$ cat config.mk
export PLATFORM = sky130hd
export DESIGN_NAME = oam_dma
export DESIGN_NICKNAME = d
export VERILOG_FILES = /design/src/rtl/dma_pkg.sv /design/src/rtl/oam_dma.sv
export SDC_FILE = /design/constraint.sdc
export NUM_CORES = 1
export LEC_CHECK = 0
export ABC_AREA = 1
export CAP_MARGIN = 20
export CELL_PAD_IN_SITES_DETAIL_PLACEMENT = 2
export CELL_PAD_IN_SITES_GLOBAL_PLACEMENT = 2
export CORE_MARGIN = 2
export CORE_UTILIZATION = 24
export DETAILED_ROUTE_END_ITERATION = 8
export PLACE_DENSITY = 0.86
export SYNTH_ARGS = -nofsm -noshare
export SYNTH_HDL_FRONTEND = slang
export SYNTH_SLANG_ARGS = --single-unit
$ cat constraint.sdc
create_clock -name I_clock -period 1.8 [get_ports I_clock]
set_clock_uncertainty 0.05 [all_clocks]
set_input_delay 0.36 -clock I_clock [delete_from_list [all_inputs] [get_ports I_clock]]
set_output_delay 0.36 -clock I_clock [all_outputs]
set_load 0.02 [all_outputs]
$ cat src/rtl/dma_pkg.sv
// rtl/dma_pkg.sv - shared types and constants for the sprite DMA engine
package dma_pkg;

    typedef enum logic [2:0] {
        DMA_IDLE,
        DMA_HALT,
        DMA_ALIGN,
        DMA_READ,
        DMA_WRITE
    } dma_state_t;

    localparam logic [15:0] DMA_REG_ADDR = 16'h4014;
    localparam logic [2:0]  OAM_DATA_REG = 3'd4;

endpackage

$ cat src/rtl/oam_dma.sv
// rtl/oam_dma.sv - $4014 sprite DMA: halts the CPU and copies one 256-byte page into OAM
module oam_dma #(
    parameter logic [15:0] DMA_REG_ADDR = dma_pkg::DMA_REG_ADDR,
    parameter logic [2:0]  OAM_DATA_REG = dma_pkg::OAM_DATA_REG
) (
    input  logic        I_clock,
    input  logic        I_reset,
    input  logic        I_cpu_tick,
    input  logic [15:0] I_cpu_addr,
    input  logic        I_cpu_wren,
    input  logic [7:0]  I_cpu_data,
    input  logic        I_cpu_halted,
    output logic        O_cpu_halt,
    output logic        O_busy,
    output logic [15:0] O_dma_addr,
    output logic        O_dma_rden,
    input  logic [7:0]  I_dma_data,
    output logic [2:0]  O_ppu_addr,
    output logic        O_ppu_wren,
    output logic [7:0]  O_ppu_data
);

    import dma_pkg::*;

    dma_state_t state;
    dma_state_t state_n;
    logic       put;
    logic [7:0] page;
    logic [7:0] index;
    logic [7:0] index_n;
    logic [7:0] data;
    logic       trigger;

    assign trigger = I_cpu_wren && (I_cpu_addr == DMA_REG_ADDR);

    // Index as it will be after this tick, so the next read address is ready on entry to READ.
    assign index_n = (state == DMA_WRITE) ? index + 8'd1 : index;

    always_comb begin
        state_n = state;
        case (state)
            DMA_IDLE:  if (trigger) state_n = DMA_HALT;
            DMA_HALT:  if (I_cpu_halted) state_n = put ? DMA_READ : DMA_ALIGN;
            DMA_ALIGN: state_n = DMA_READ;
            DMA_READ:  state_n = DMA_WRITE;
            DMA_WRITE: state_n = (index == 8'hFF) ? DMA_IDLE : DMA_READ;
            default:   state_n = DMA_IDLE;
        endcase
    end

    always_ff @(posedge I_clock) begin
        if (I_reset) begin
            state <= DMA_IDLE;
        end else if (I_cpu_tick) begin
            state <= state_n;
        end
    end

    always_ff @(posedge I_clock) begin
        if (I_reset) begin
            put        <= 1'b0;
            page       <= 8'h00;
            index      <= 8'h00;
            data       <= 8'h00;
            O_cpu_halt <= 1'b0;
            O_busy     <= 1'b0;
            O_dma_rden <= 1'b0;
            O_dma_addr <= 16'h0000;
        end else if (I_cpu_tick) begin
            put        <= ~put;
            index      <= index_n;
            O_cpu_halt <= (state_n != DMA_IDLE);
            O_busy     <= (state_n != DMA_IDLE);
            O_dma_rden <= (state_n == DMA_READ);
            O_dma_addr <= (state_n == DMA_READ) ? {page, index_n} : 16'h0000;
            if (state == DMA_IDLE && trigger) begin
                page  <= I_cpu_data;
                index <= 8'h00;
            end
            if (state == DMA_READ) begin
                data <= I_dma_data;
            end
        end
    end

    // The host port writes on every clock wren is high, so the strobe is gated by the tick itself.
    assign O_ppu_wren = (state == DMA_WRITE) && I_cpu_tick;
    assign O_ppu_data = data;
    assign O_ppu_addr = OAM_DATA_REG;

endmodule

After elaboration in Yosys (flattened, before gate mapping)
Index checks and enable logic that the tools add are counted.

word-level totals
  register bits = 46
  input port bits = 37
  logic and storage cells = 32

cells by class
  add/subtract/negate cells = 1
  equality and inequality tests = 7
  muxes and demuxes = 8
  bitwise logic cells = 1
  reductions and logical operators = 7

operators by type and width
  operator              number
  $eq 16x15->1 const B  1
  $mux 16               1
  $mux 8                2
  $pmux 3 s5            1
  $eq 3x2->1 const B    3
  $add 8x1->8 const B   1
  $eq 8x8->1 const B    1
  $mux 3                2
  $reduce_and 2->1      2
  $eq 3x1->1 const B    1
  $eq 3x3->1 const B    1
  $logic_and 1x1->1     3
  $logic_not 3->1       1
  $reduce_bool 3->1     1
  $mux 2                1
  $mux 1                1
  $not 1->1             1

Depth between registers and ports, before layout
Gate-level depths: netlist of the first run.

  depth after elaboration = 6
  depth in mapped cells = 11

Worst setup path before layout of the first run
OpenSTA, ideal clock, no wires.

  path type = register to register
  start = register index[0]
  end = register O_dma_addr[3]
  library setup time = 0.132 ns
  arrival time = 1.332 ns
  data required time = 1.618 ns
  path slack = 0.286 ns
  stages on the path, launching flop included = 10
  buffers on the path = 1
  clock period less this slack = 1.514 ns
  path through = dfxtp_1 ha_1 nand2_1 nor2_1 a21oi_1 nor2_1 nand2_4 buf_6 nand4_1 a21oi_1

on the way
  cells in the longest elaborated chain, start to end = 5

ends and longest elaborated chain
  what                      line           source
  start: declaration        oam_dma.sv:29  logic [7:0] index;
  start signal: assignment  oam_dma.sv:71  index <= index_n;
  $eq 8x8->1                oam_dma.sv:46  DMA_WRITE: state_n = (index == 8'hFF) ? DMA_IDLE : DMA_READ;
  $mux 2                    oam_dma.sv:46
  $pmux 3 s5                oam_dma.sv:41  case (state)
  $eq 3x2->1                oam_dma.sv:75  O_dma_addr <= (state_n == DMA_READ) ? {page, index_n} : 16'h0000;
  $mux 16 (*)               oam_dma.sv:75
  end signal: assignment    oam_dma.sv:75
  end: declaration          oam_dma.sv:15  output logic [15:0] O_dma_addr,

Every way passes the cells marked *; elsewhere a longest branch is shown, timed or not.
A chain may end at the register's enable or synchronous reset.

Final worst setup path of the first run
  start = input port I_cpu_addr[14]
  end = register page[6]

on the way
  cells in the longest elaborated chain, start to end = 4

ends and longest elaborated chain
  what                        line           source
  start: declaration          oam_dma.sv:9   input logic [15:0] I_cpu_addr,
  $eq 16x15->1                oam_dma.sv:34  assign trigger = I_cpu_wren && (I_cpu_addr == DMA_REG_ADDR);
  $logic_and 1x1->1           oam_dma.sv:34
  $logic_and 1x1->1           oam_dma.sv:76  if (state == DMA_IDLE && trigger) begin
  $reduce_and 2->1 (no line)  -
  end signal: assignment      oam_dma.sv:77  page <= I_cpu_data;
  end: declaration            oam_dma.sv:28  logic [7:0] page;

No other way between the ends.

==> results of run 1 <==
[state kept, by name, summed over array words and instances, names as in the netlist]
name / flops
O_dma_addr: 16
O_ppu_data: 8
index: 8
page: 8
state: 3
O_busy: 1
O_dma_rden: 1
put: 1
[worst max-delay path by stage]
stage | slack [ps] | end | cells past startpoint | start
after floorplan | 290 | O_dma_addr[3] | 9 | index[0]
after global placement | -230 | O_ppu_wren | 4 | I_cpu_tick
after detailed placement | -350 | page[0] | 10 | I_cpu_addr[4]
after CTS | 3 | O_dma_addr[7] | 10 | index[0]
after global routing | -100 | page[6] | 9 | I_cpu_addr[14]
final | 4 | page[6] | 9 | I_cpu_addr[14]
[cells in the mapped netlist (all sizes together)]
cell type and instances:
a21oi 34, xor2 1, nor2 44, clkinv 1, nand3b 2, nor3 11, buf 10, clkbuf 8
dfxtp 46, nand4 16, ha 1, nand3 12, o21ai 19, conb 2, nand2 64, xnor2 3
inv 24
[worst register-to-register path, cell delays in order (launching register included)]
cell and delay [ps]:
dfxtp_1 330, ha_1 210, nand2_1 150, nor2_4 60
a21oi_1 170, nor2_2 70, nand2_4 130, buf_12 140
nand4_1 130, a21oi_2 170
[area by class of cell]
| cell class | instances | area, um^2 | area share [%] |
|---|---|---|---|
| Sequential cell | 46 | 921 | 29.4 |
| Inverter | 25 | 96.3 | 3.08 |
| Clock inverter | 2 | 10.0 | 0.319 |
| Timing Repair Buffer | 86 | 855 | 27.3 |
| Multi-Input combinational cell | 210 | 1050 | 33.4 |
| Tap cell | 108 | 135 | 4.31 |
| Clock buffer | 5 | 68.8 | 2.20 |
[power groups by stage]
stage | registers (mW) | clock network, mW | logic (mW)
CTS | 1.03 | 0.652 | 0.249
global placement | 1.05 | 0 | 0.240
floorplan | 1.06 | 0 | 0.110
detailed placement | 1.06 | 0 | 0.246
global route | 1.03 | 0.680 | 0.288
finish | 1.03 | 0.625 | 0.264
[timing repair]
| action | in CTS | in global routing |
|---|---|---|
| setup endpoints to repair | 7 | 34 |
| cloned | 0 | 0 |
| pin swaps | 0 | 3 |
| resized for setup | 4 | 13 |
| setup buffers | 0 | 5 |
[logic make-up after synthesis]
logic type,after synthesis,synth area share (%)
AO/OA/AOI/OAI,53,12.4
adder cells (fa/ha/maj),1,0.586
XOR/XNOR,4,1.64
flip-flops,46,43.2
other,2,0.352
AND/OR/NAND/NOR,149,32.5
buffers and inverters,43,9.33
[through the flow]
step | cells | setup slack [ps]
3_5_place_dp | 470 | -354
6_report | 482 | 4.26
3_3_place_gp | 470 | -229
4_1_cts | 477 | 2.50
5_1_grt | 482 | -102
2_1_floorplan | 299 | 286
[routing by layer]
layer | share of wire [%] | wire length, um | global-route usage [%]
met2 | 52 | 3780 | 27.7
met1 | 43 | 3110 | 18.2
met3 | 4.7 | 346 | 3.22
met5 | 0 | 0 | 0
met4 | 1.1 | 78 | 4.11
==> impl_metrics.ini, run 1 <==
[detailed_routing]
final_antenna_net_count = 0
vias = 2290
dr.first_iter.drc_count = 62
wire_per_inst_um = 15.2
avgViaCountPerCell = 4.75
first_pass_iters = 4
post-route-drc-count = 0
drt_wl_total_um = 7320

[logic_synthesis]
ys_seq_area_share_pct = 43.2
yosysWarnings = 0
yosys.area.top_type_share_pct = 43.2
syn_area_um2 = 2130
syn_area_per_cell_um2 = 7.16
netlist_instances = 298
synthTopCellsByArea = dfxtp_1 43%, nand2_1 11%, a21oi_1 8.0%, nor2_1 7.2%, nand4_1 4.7%
ys_ff_latch = 46
ys_types = 27
yosysTopAreaCell = dfxtp_1

[setup_path]
crit_family = buffers and inverters
crit_fanout = 8
worstRegToRegCells = 9
r2r-end = O_dma_addr[13]
endpoint_kind = flip-flop
worstReg2RegStart = index[0]
cp_data_required_time_ps = 2000
worst-path-buf-inv = 3
critPathSlowestCell = clkdlybuf4s50_1
arrival_ps = 1990
max_stage_delay_ps = 460
cp-start-kind = input pin
critical_path_class = input pin to flip-flop
path_cells = clkdlybuf4s50_1 -> nand2_1 -> nor3_1 -> buf_4 -> nand3_4 -> buf_12 -> nor2_4 -> o21ai_0 -> nor2_1
regToRegSetupSlack_ps = 150

[final_layout]
layout.nets = 412
drive_above_1_share_pct = 12.3
final_cell_mix = 63 x clkdlybuf4s50_1, 60 x nand2_1, 46 x dfxtp_1
nFillCells = 1037
diodes = 0
fin_area_um2 = 3130
final_common_cell = clkdlybuf4s50_1
utilization_pct = 36.1
area_delta_synth_final_pct = 46.9

[placement]
post-dp-hpwl_um = 5190
portBuffers = 64
gp_congestion = 0.737
place_area_um2 = 2990

[power_and_ir_drop]
vdd_drop_max_v = 0.000451
leakage_nw = 1.15
p_total_mw = 1.92
switching_power_mw = 0.498
comb_power_share_pct = 13.8
seqPwrFrac_pct = 53.7
pwr-share-clk_pct = 32.5
powerDensity_nw_per_um2 = 613
swShare_pct = 25.9
internal_power_mw = 1.42

[die]
start_util_pct = 24.6
num_rows = 34
pin_count = 68
die_h_um = 98.3
fp.dieW_um = 98.3
coreArea_um2 = 8680
die_area_um2 = 9660

[sta]
rsz0062_at_grt = true
min_period_over_period_pct = 99.8
hold_violations = 0
hold_ws_ps = 405
setup_violations = 0
slew_viol_final = 0
period_needed_ps = 1800
max_clock_freq_mhz = 557
tns_ps = 0

[run_status]
status = completed

[worst_hold_path]
min_path_type = flip-flop to flip-flop
whs_endpoint = O_ppu_data[5]
min_path_cells = 2
min_from = O_ppu_data[5]

[cts]
cts_buffer_depth = 2
root_buffer = clkbuf_8
cts_tree = yes
h-tree-depth = 2
numClockSinks = 46
clock_latency_ps = 310
numCtsBuffers = 5
path_clk_slew_ps = 90
hold_buffers = 0

[global_route]
grt_pass1_vias = 2407
grt_usage_pct = 15.3
antenna_found_initial = 0
grt_max_degree = 35
grt.overflow.total = 0
grt_pass1_wl_um = 11900

[run]
cap_violations = 0
(Power assumes the default switching activity.)
==> inputs of run 2 (changes only) <==
CAP_MARGIN = unset   (was 20)
clock period = 2 ns   (was 1.8 ns; I/O delays follow)
==> run 2 against run 1 <==
- design area fell by 1.8%
- clock-buffer cell count is 2 higher
- global-route usage fell by 0.12 points
- sequential power is 9.7% lower
- final cell count shrank 1.5%
- combinational power fell by 17%
- flip-flop and latch count stayed put
- die area unchanged
- non-clock buffer count decreased by 8
- sequential share of layout area up 0.55 points
- total power is 3.9% lower
- hold slack improved by 2.2 ps
- largest power group unchanged
==> impl_metrics.ini, run 2 (synthesis results as in run 1) <==
[placement]
post-dp-hpwl_um = 5150
portBuffers = 64
gp_congestion = 0.779
place_area_um2 = 2970
dp_cells = 467

[cts]
numClockSinks = 46
cts_buffer_depth = 2
numCtsBuffers = 5
h-tree-depth = 2
root_buffer = clkbuf_8
cts_tree = yes
path_clk_slew_ps = 80
clock_latency_ps = 300

[sta]
max_clock_freq_mhz = 541
slew_viol_final = 0
setup_violations = 0
period_needed_ps = 1850
rsz0062_at_grt = false
tns_ps = 0
hold_violations = 0
min_period_over_period_pct = 92.4

[setup_path]
r2r-end = O_dma_addr[7]
crit_family = buffers and inverters
worst-path-buf-inv = 3
arrival_ps = 1400
worstRegToRegCells = 10
endpoint_kind = output port
critPathSlowestCell = clkdlybuf4s50_1
critical_path_class = input pin to output port
cp_data_required_time_ps = 1550
max_stage_delay_ps = 490
crit_fanout = 2
path_cells = clkdlybuf4s50_1 -> clkinv_1 -> nor2_1 -> dlygate4sd2_1
regToRegSetupSlack_ps = 250
cp-start-kind = input pin
worstReg2RegStart = index[1]

[worst_hold_path]
whs_endpoint = O_ppu_data[5]
min_from = O_ppu_data[5]
min_path_type = flip-flop to flip-flop
min_path_cells = 2

[detailed_routing]
vias = 2233
wire_per_inst_um = 15.1
avgViaCountPerCell = 4.70
first_pass_iters = 4
drt_wl_total_um = 7170
post-route-drc-count = 0
final_antenna_net_count = 0
dr.first_iter.drc_count = 76

[final_layout]
stdcell_count = 475
utilization_pct = 35.4
final_cell_mix = 63 x clkdlybuf4s50_1, 60 x nand2_1, 46 x dfxtp_1
fin_area_um2 = 3080
diodes = 0
final_common_cell = clkdlybuf4s50_1
layout.nets = 404
top_register = O_dma_addr
area_delta_synth_final_pct = 44.2
drive_above_1_share_pct = 8.45
largest_register_ffs = 16

[die]
num_rows = 34
die_h_um = 98.3
coreArea_um2 = 8680
pin_count = 68
start_util_pct = 24.6
fp.dieW_um = 98.3
die_area_um2 = 9660

[run]
cap_violations = 0

[run_status]
status = completed

[power_and_ir_drop]
comb_power_share_pct = 11.8
vdd_drop_max_v = 0.000404
powerDensity_nw_per_um2 = 600
leakage_nw = 1.12
seqPwrFrac_pct = 50.4
switching_power_mw = 0.440
p_total_mw = 1.84
internal_power_mw = 1.40
pwr-share-clk_pct = 37.7
swShare_pct = 23.9

[global_route]
grt_pass1_vias = 2469
grt_max_degree = 35
grt.overflow.total = 0
grt_usage_pct = 15.1
grt_pass1_wl_um = 12100
antenna_found_initial = 0
[run 2: changes by cell type in the layout (fill, tap and decap cells not counted), moves of 2 or more]
cell | previous run | this run
nor2_1 | 38 | 41
nor2_4 | 4 | 2
o21ai_0 | 14 | 18
buf_4 | 17 | 10
clkinv_2 | 2 | 0
clkbuf_1 | 0 | 2
o21ai_1 | 4 | 1
[run 2: layout make-up]
type	instances	area, um^2
sequential	46	921
clock buffer	7	76.3
multi-input combinational	210	1020
inverter	25	96.3
fill	1029	5600
timing repair buffer	78	795
tap	108	135
clock inverter	1	30.0
[run 2: what timing repair did]
item	in CTS	in global routing
buffers inserted	0	0
hold buffers	0	0
endpoints found under the setup margin	1	6
gates resized for setup	1	1
[run 2: per-stage QoR]
stage	worst slack [ps]	hold slack, ps
2_1_floorplan	463	410
3_5_place_dp	-154	401
6_report	152	407
4_1_cts	116	415
5_1_grt	38.9	436
3_3_place_gp	-116	384
[run 2: worst reg2reg max path, delay by kind of cell (launching register included)]
family	cells	cell delay, ps
flops	1	390
simple gates	9	1020
fa+ha+maj	1	190
[run 2: power by group through the flow]
stage               clock network (mW)  registers [mW]  logic [mW]
CTS                              0.716           0.931       0.222
global placement                     0           0.951       0.210
finish                           0.696           0.930       0.218
floorplan                            0           0.954      0.0992
detailed placement                   0           0.952       0.217
global route                     0.749           0.932       0.239
[run 2: worst max-delay path by stage]
stage | start | endpoint | cells after the start
2_1_floorplan | I_cpu_tick | O_ppu_wren | 3
3_3_place_gp | I_cpu_tick | O_ppu_wren | 4
3_5_place_dp | I_cpu_wren | page[7] | 9
4_1_cts | I_cpu_wren | page[5] | 9
5_1_grt | index[1] | O_dma_addr[10] | 9
6_report | I_cpu_tick | O_ppu_wren | 4
[run 2: per-layer routing]
metal,routed length (um),track usage (%),up-vias
li1,-,-,1102
met3,312,3.01,4
met4,32,1.90,0
met5,0,0,-
met1,3220,19.0,1075
met2,3610,27.5,52
